--- src/rtl/stopwatch_pkg.sv ---
// Shared constants, types and helpers for the stopwatch display scanner.
// Segment and anode levels are active-low, so "all ones" means dark.
package stopwatch_pkg;

  localparam logic [7:0] SEG_BLANK = 8'hFF;
  localparam logic [3:0] AN_OFF    = 4'b1111;

  localparam int DEF_SCAN_DIV    = 100000;
  localparam int DEF_DEAD_CYCLES = 16;
  localparam int DEF_BLINK_DIV   = 25000000;

  typedef enum logic [1:0] {
    SLOT_IDLE,
    SLOT_DEAD,
    SLOT_LIT
  } slot_state_e;

  // sel=0 picks the minutes pair (digits 3,2); sel=1 picks the seconds pair (digits 1,0).
  function automatic logic inSelPair(input logic [1:0] idx, input logic sel);
    return sel ? ~idx[1] : idx[1];
  endfunction

endpackage

--- src/rtl/seg_display_scanner_tick_gen.sv ---
// Free-running divider that counts 0..DIV-1 while enabled and flags the last count.
// The clear input parks the counter at zero so a new run always starts fresh.
module tick_gen #(
  parameter int DIV = 4
) (
  input  logic clk,
  input  logic i_rst,
  input  logic i_en,
  input  logic i_clr,
  output logic o_tick
);

  localparam int CW = (DIV > 1) ? $clog2(DIV) : 1;
  localparam logic [CW-1:0] LAST = CW'(DIV - 1);

  logic [CW-1:0] r_count;
  logic          w_atLast;

  assign w_atLast = (r_count == LAST);
  assign o_tick   = i_en && w_atLast;

  always_ff @(posedge clk) begin
    if (i_rst || i_clr) begin
      r_count <= '0;
    end else if (i_en) begin
      r_count <= w_atLast ? '0 : r_count + CW'(1);
    end
  end

endmodule

--- src/rtl/seg_display_scanner.sv ---
// Time-multiplexes four active-low seven-segment digits onto one panel, with
// anode dead time between slots, per-frame input snapshot and adjust-mode blink.
module seg_display_scanner
  import stopwatch_pkg::*;
#(
  parameter int SCAN_DIV    = DEF_SCAN_DIV,
  parameter int DEAD_CYCLES = DEF_DEAD_CYCLES,
  parameter int BLINK_DIV   = DEF_BLINK_DIV
) (
  input  logic       clk,
  input  logic       RESET,
  input  logic [7:0] digit0_display,
  input  logic [7:0] digit1_display,
  input  logic [7:0] digit2_display,
  input  logic [7:0] digit3_display,
  input  logic       adj,
  input  logic       sel,
  output logic [3:0] an,
  output logic [7:0] seg
);

  localparam int DW = (DEAD_CYCLES > 1) ? $clog2(DEAD_CYCLES) : 1;
  localparam logic [DW-1:0] DEAD_LAST = (DEAD_CYCLES > 0) ? DW'(DEAD_CYCLES - 1) : '0;

  logic             w_scanTick;
  logic             w_blinkTick;
  logic             r_blinkPhase;
  logic [1:0]       r_idx;
  logic [1:0]       w_idxNext;
  logic [3:0][7:0]  r_frame;
  logic [3:0][7:0]  w_inDigits;
  logic [3:0][7:0]  w_srcDigits;
  logic [7:0]       w_pattern;
  logic             w_wrap;
  logic             w_blank;
  logic [DW-1:0]    r_deadCnt;
  logic             w_deadDone;
  logic [3:0]       r_an;
  logic [7:0]       r_seg;
  slot_state_e      r_state;
  slot_state_e      w_stateNext;

  tick_gen #(.DIV(SCAN_DIV)) u_scanDiv (
    .clk    (clk),
    .i_rst  (RESET),
    .i_en   (1'b1),
    .i_clr  (1'b0),
    .o_tick (w_scanTick)
  );

  tick_gen #(.DIV(BLINK_DIV)) u_blinkDiv (
    .clk    (clk),
    .i_rst  (RESET),
    .i_en   (adj),
    .i_clr  (~adj),
    .o_tick (w_blinkTick)
  );

  assign w_inDigits  = {digit3_display, digit2_display, digit1_display, digit0_display};
  assign w_wrap      = (r_idx == 2'd3);
  assign w_idxNext   = w_scanTick ? r_idx + 2'd1 : r_idx;
  // Digit 0 comes straight from the inputs being snapshotted, so a frame never mixes two counts.
  assign w_srcDigits = w_wrap ? w_inDigits : r_frame;
  assign w_pattern   = w_srcDigits[w_idxNext];
  assign w_blank     = adj && r_blinkPhase && inSelPair(w_idxNext, sel);
  assign w_deadDone  = (r_deadCnt == DEAD_LAST);

  always_comb begin
    w_stateNext = r_state;
    if (w_scanTick) begin
      w_stateNext = (DEAD_CYCLES == 0) ? SLOT_LIT : SLOT_DEAD;
    end else if (r_state == SLOT_DEAD && w_deadDone) begin
      w_stateNext = SLOT_LIT;
    end
  end

  always_ff @(posedge clk) begin
    if (RESET) begin
      r_state   <= SLOT_IDLE;
      r_deadCnt <= '0;
      r_an      <= AN_OFF;
    end else begin
      r_state <= w_stateNext;
      if (w_scanTick) begin
        r_deadCnt <= '0;
      end else if (r_state == SLOT_DEAD && !w_deadDone) begin
        r_deadCnt <= r_deadCnt + DW'(1);
      end
      r_an <= (w_stateNext == SLOT_LIT) ? ~(4'b0001 << w_idxNext) : AN_OFF;
    end
  end

  always_ff @(posedge clk) begin
    if (RESET) begin
      r_idx   <= 2'd3;
      r_seg   <= SEG_BLANK;
      r_frame <= {4{SEG_BLANK}};
    end else if (w_scanTick) begin
      r_idx <= w_idxNext;
      r_seg <= w_blank ? SEG_BLANK : w_pattern;
      if (w_wrap) begin
        r_frame <= w_inDigits;
      end
    end
  end

  // Blink phase only runs in adjust mode so every entry starts with a visible half-period.
  always_ff @(posedge clk) begin
    if (RESET || !adj) begin
      r_blinkPhase <= 1'b0;
    end else if (w_blinkTick) begin
      r_blinkPhase <= ~r_blinkPhase;
    end
  end

  assign an  = r_an;
  assign seg = r_seg;

endmodule

--- config.mk ---
export PLATFORM = sky130hd
export DESIGN_NAME = seg_display_scanner
export DESIGN_NICKNAME = d
export VERILOG_FILES = /design/src/rtl/stopwatch_pkg.sv /design/src/rtl/seg_display_scanner_tick_gen.sv /design/src/rtl/seg_display_scanner.sv
export SDC_FILE = /design/constraint.sdc
export NUM_CORES = 1
export LEC_CHECK = 0
export BUFFER_PORTS_ARGS = -buffer_cell sky130_fd_sc_hd__buf_2
export CORE_AREA = 10 10 108 100
export CTS_CLUSTER_DIAMETER = 100
export DETAILED_ROUTE_END_ITERATION = 6
export DIE_AREA = 0 0 118 110
export PLACE_DENSITY_LB_ADDON = 0.2
export SYNTH_ARGS = -nofsm -noshare
export SYNTH_HDL_FRONTEND = slang
export SYNTH_SLANG_ARGS = --single-unit
--- constraint.sdc ---
create_clock -name clk -period 1.85 [get_ports clk]
set_clock_uncertainty 0.2 [all_clocks]
set_input_delay 0.37 -clock clk [delete_from_list [all_inputs] [get_ports clk]]
set_output_delay 0.37 -clock clk [all_outputs]
set_load 0.005 [all_outputs]
==> qor.txt <==
status: finished, violations left
failing checks: setup timing
CP Max Fanout: 5
FFs w/ async S/R, synth: 0%
CP arrival: 2000 ps
CTS buffer count: 9
syn avg cell area: 10.0 sq um
cell family with most CP delay: multiplexers
drt first pass iters: 5
# rows: 32
layout cells sized above 1: 43.2%
final period utilization: 105%
cell total after placement: 645
Place WS: -120 ps
port bufs: 47
max-cap violation count: 0
drt wl/cell: 18.3 microns
Worst slew margin: 77.0%
nets: 595
setup ws final: -87.8 ps
reg2reg path depth: 4
f_max: 0.516 GHz
routed wire length: 12400 microns
largest net degree at the start of global routing: 37
crit path buf inv count: 0
Final Hold Vio Count: 0
synth unique cells: 45
critical path class: reg2reg
register area share after synthesis: 42.9%
syn_nets: 484
Hold Path Depth: 3
Core Footprint: 8490 sq um
initial antenna violation count: 0
number of synthesized flops with an enable pin: 0
clk buf depth: 2
FF-to-FF End: seg[0]
VDD IR max: 505 uV
min Tclk post-route: 1940 ps
DR iter-0 viols: 273
vias per cell: 5.92
P_leak: 2.31 nW
DRC: 0
CTS tree: built
first-pass GRT wire length: 18600 microns
HPWL after DPL: 8040 microns
R2R Path Start: r_idx[0]
GR Overflow Total: 0
R2R Setup Slk: -90 ps
I/O Pins: 48
Ant. Diodes: 0
slowest CP cell: mux4_2
Worst Hold Path EP: r_frame[27]
worst skew pair latency: 370 ps
WHS: 143 ps
worst path cell trace: ha_4 > mux4_2 > and2_4 > o32a_1
Synth Register Bits: 95
RePlAce Congestion: 0.839
synthesized area: 4440 sq um
Initial Utilization: 52.3%
Final setup viols: 27
count of final max-slew check failures: 0
die area: 13000 sq um
critical path required time: 1920 ps
Most used DFF post-synth: dfxtp_1
root buffer cell: clkbuf_8
Clock Pin Slew Worst Setup and Hold Paths: 100 ps
Synth Instances: 444
total global-route track usage: 17.2%
Worst Setup End Kind: flip-flop
RSZ-0062 raised after global routing: true
hold path startpoint: digit3_display[3]
Synth Warn #: 0
PD cells: 628 nW/um^2
Die Width: 118 microns
Crit path largest cell delay: 520 ps
CTS sink cnt: 95
crit start category: flip-flop
via count: 4017
Tightest Pin Transition: 342 ps
ANT nets after route: 0
vias in the first global route: 3836
non-filler instance count after layout: 679
H-tree depth: 3
DIE HEIGHT: 110 microns
area grow syn2layout: 36.3%
worst hold path class: in2reg
## tightest hold or removal path: stages
cell and delay (ps):
buf_2 80, and3_1 140, a211o_1 90
## registers in the layout, indices dropped and copies added (netlist names)
register and count:
r_frame 32, u_blinkDiv.r_count 25, u_scanDiv.r_count 17, seg 8, an 4, r_deadCnt 4
r_idx 2, r_state 2, r_blinkPhase 1
## metal layers
layer	GRT usage, %	share of wire, %
met1	22.2	44
met2	28.5	50
met4	6.35	1.9
met3	3.41	4.6
met5	0	0
## worst max path at each step
| stage | slack [ps] | depth (start not counted) | end | startpoint |
|---|---|---|---|---|
| 2_1_floorplan | -30 | 8 | r_frame[0] | u_scanDiv.r_count[1] |
| 3_3_place_gp | -80 | 4 | seg[6] | u_scanDiv.r_count[12] |
| 3_5_place_dp | -120 | 5 | r_frame[19] | u_scanDiv.r_count[1] |
| 4_1_cts | -60 | 5 | seg[3] | u_scanDiv.r_count[1] |
| 5_1_grt | -110 | 4 | seg[0] | r_idx[0] |
| 6_report | -90 | 4 | seg[0] | r_idx[0] |
## cells in the final DEF (no fill, tap or decap), types with 12 or more instances in the layout
cell type  netlist  final
a211o_1         32     32
nand4_1         16     16
xor2_1          23     23
and3_4           0     28
mux4_2          16     16
nand2_1         15     13
buf_4            3     69
nor2_1          28     28
dfxtp_1         95     82
dfxtp_2          0     12
a21oi_1         18     17
nand3_1         21     18
buf_2           12     47
## cells in the mapped netlist, types with 12 or more instances
master    count  area [sq um]
a211o_1      32           280
a21oi_1      18          90.1
and3_1       38           238
buf_2        12          60.1
clkbuf_1     14          52.6
dfxtp_1      95          1900
mux4_2       16           360
nand2_1      15          56.3
nand3_1      21           105
nand4_1      16           100
nor2_1       28           105
xor2_1       23           201
## cell type report
| class | count | area, sq um |
|---|---|---|
| multi-input cells | 311 | 2730 |
| fillers | 624 | 2440 |
| clock inverters | 7 | 103 |
| clock buffers | 9 | 124 |
| repair buffers | 131 | 1000 |
| flip-flops and latches | 95 | 1920 |
| inverters | 7 | 26.3 |
| well taps | 119 | 149 |
## power breakdown
group	total [mW]	switching, mW	internal (mW)
Combinational	0.183	0.0883	0.0943
Clock	1.56	0.781	0.775
Sequential	2.06	0.00690	2.05
Total	3.80	0.876	2.92
## kinds of logic after synthesis
| family | synth area share, % |
|---|---|
| simple gates | 24.7 |
| flops | 42.9 |
| xor+xnor | 5.53 |
| fa+ha+maj | 1.13 |
| buf+inv | 4.00 |
| compound gates | 13.4 |
| mux | 8.35 |
## what timing repair did
item	4_1_cts	5_1_grt
buffers inserted	5	10
cloned	0	3
setup endpoints to repair	44	77
hold buffers	0	0
pin swaps	12	33
gates resized for setup	19	46
## metrics by stage
stage / util, % / total power, mW / instance area (sq um) / setup TNS, ps
global route: 71.3 / 3.91 / 6050 / -2130
CTS: 67.6 / 3.81 / 5740 / -443
global placement: 63.7 / 2.27 / 5400 / -1910
floorplan: - / 2.18 / 4680 / -819
finish: 71.3 / 3.80 / 6050 / -836
detailed placement: 63.7 / 2.27 / 5400 / -4160
Note: power is estimated with default switching activity, not from simulation.
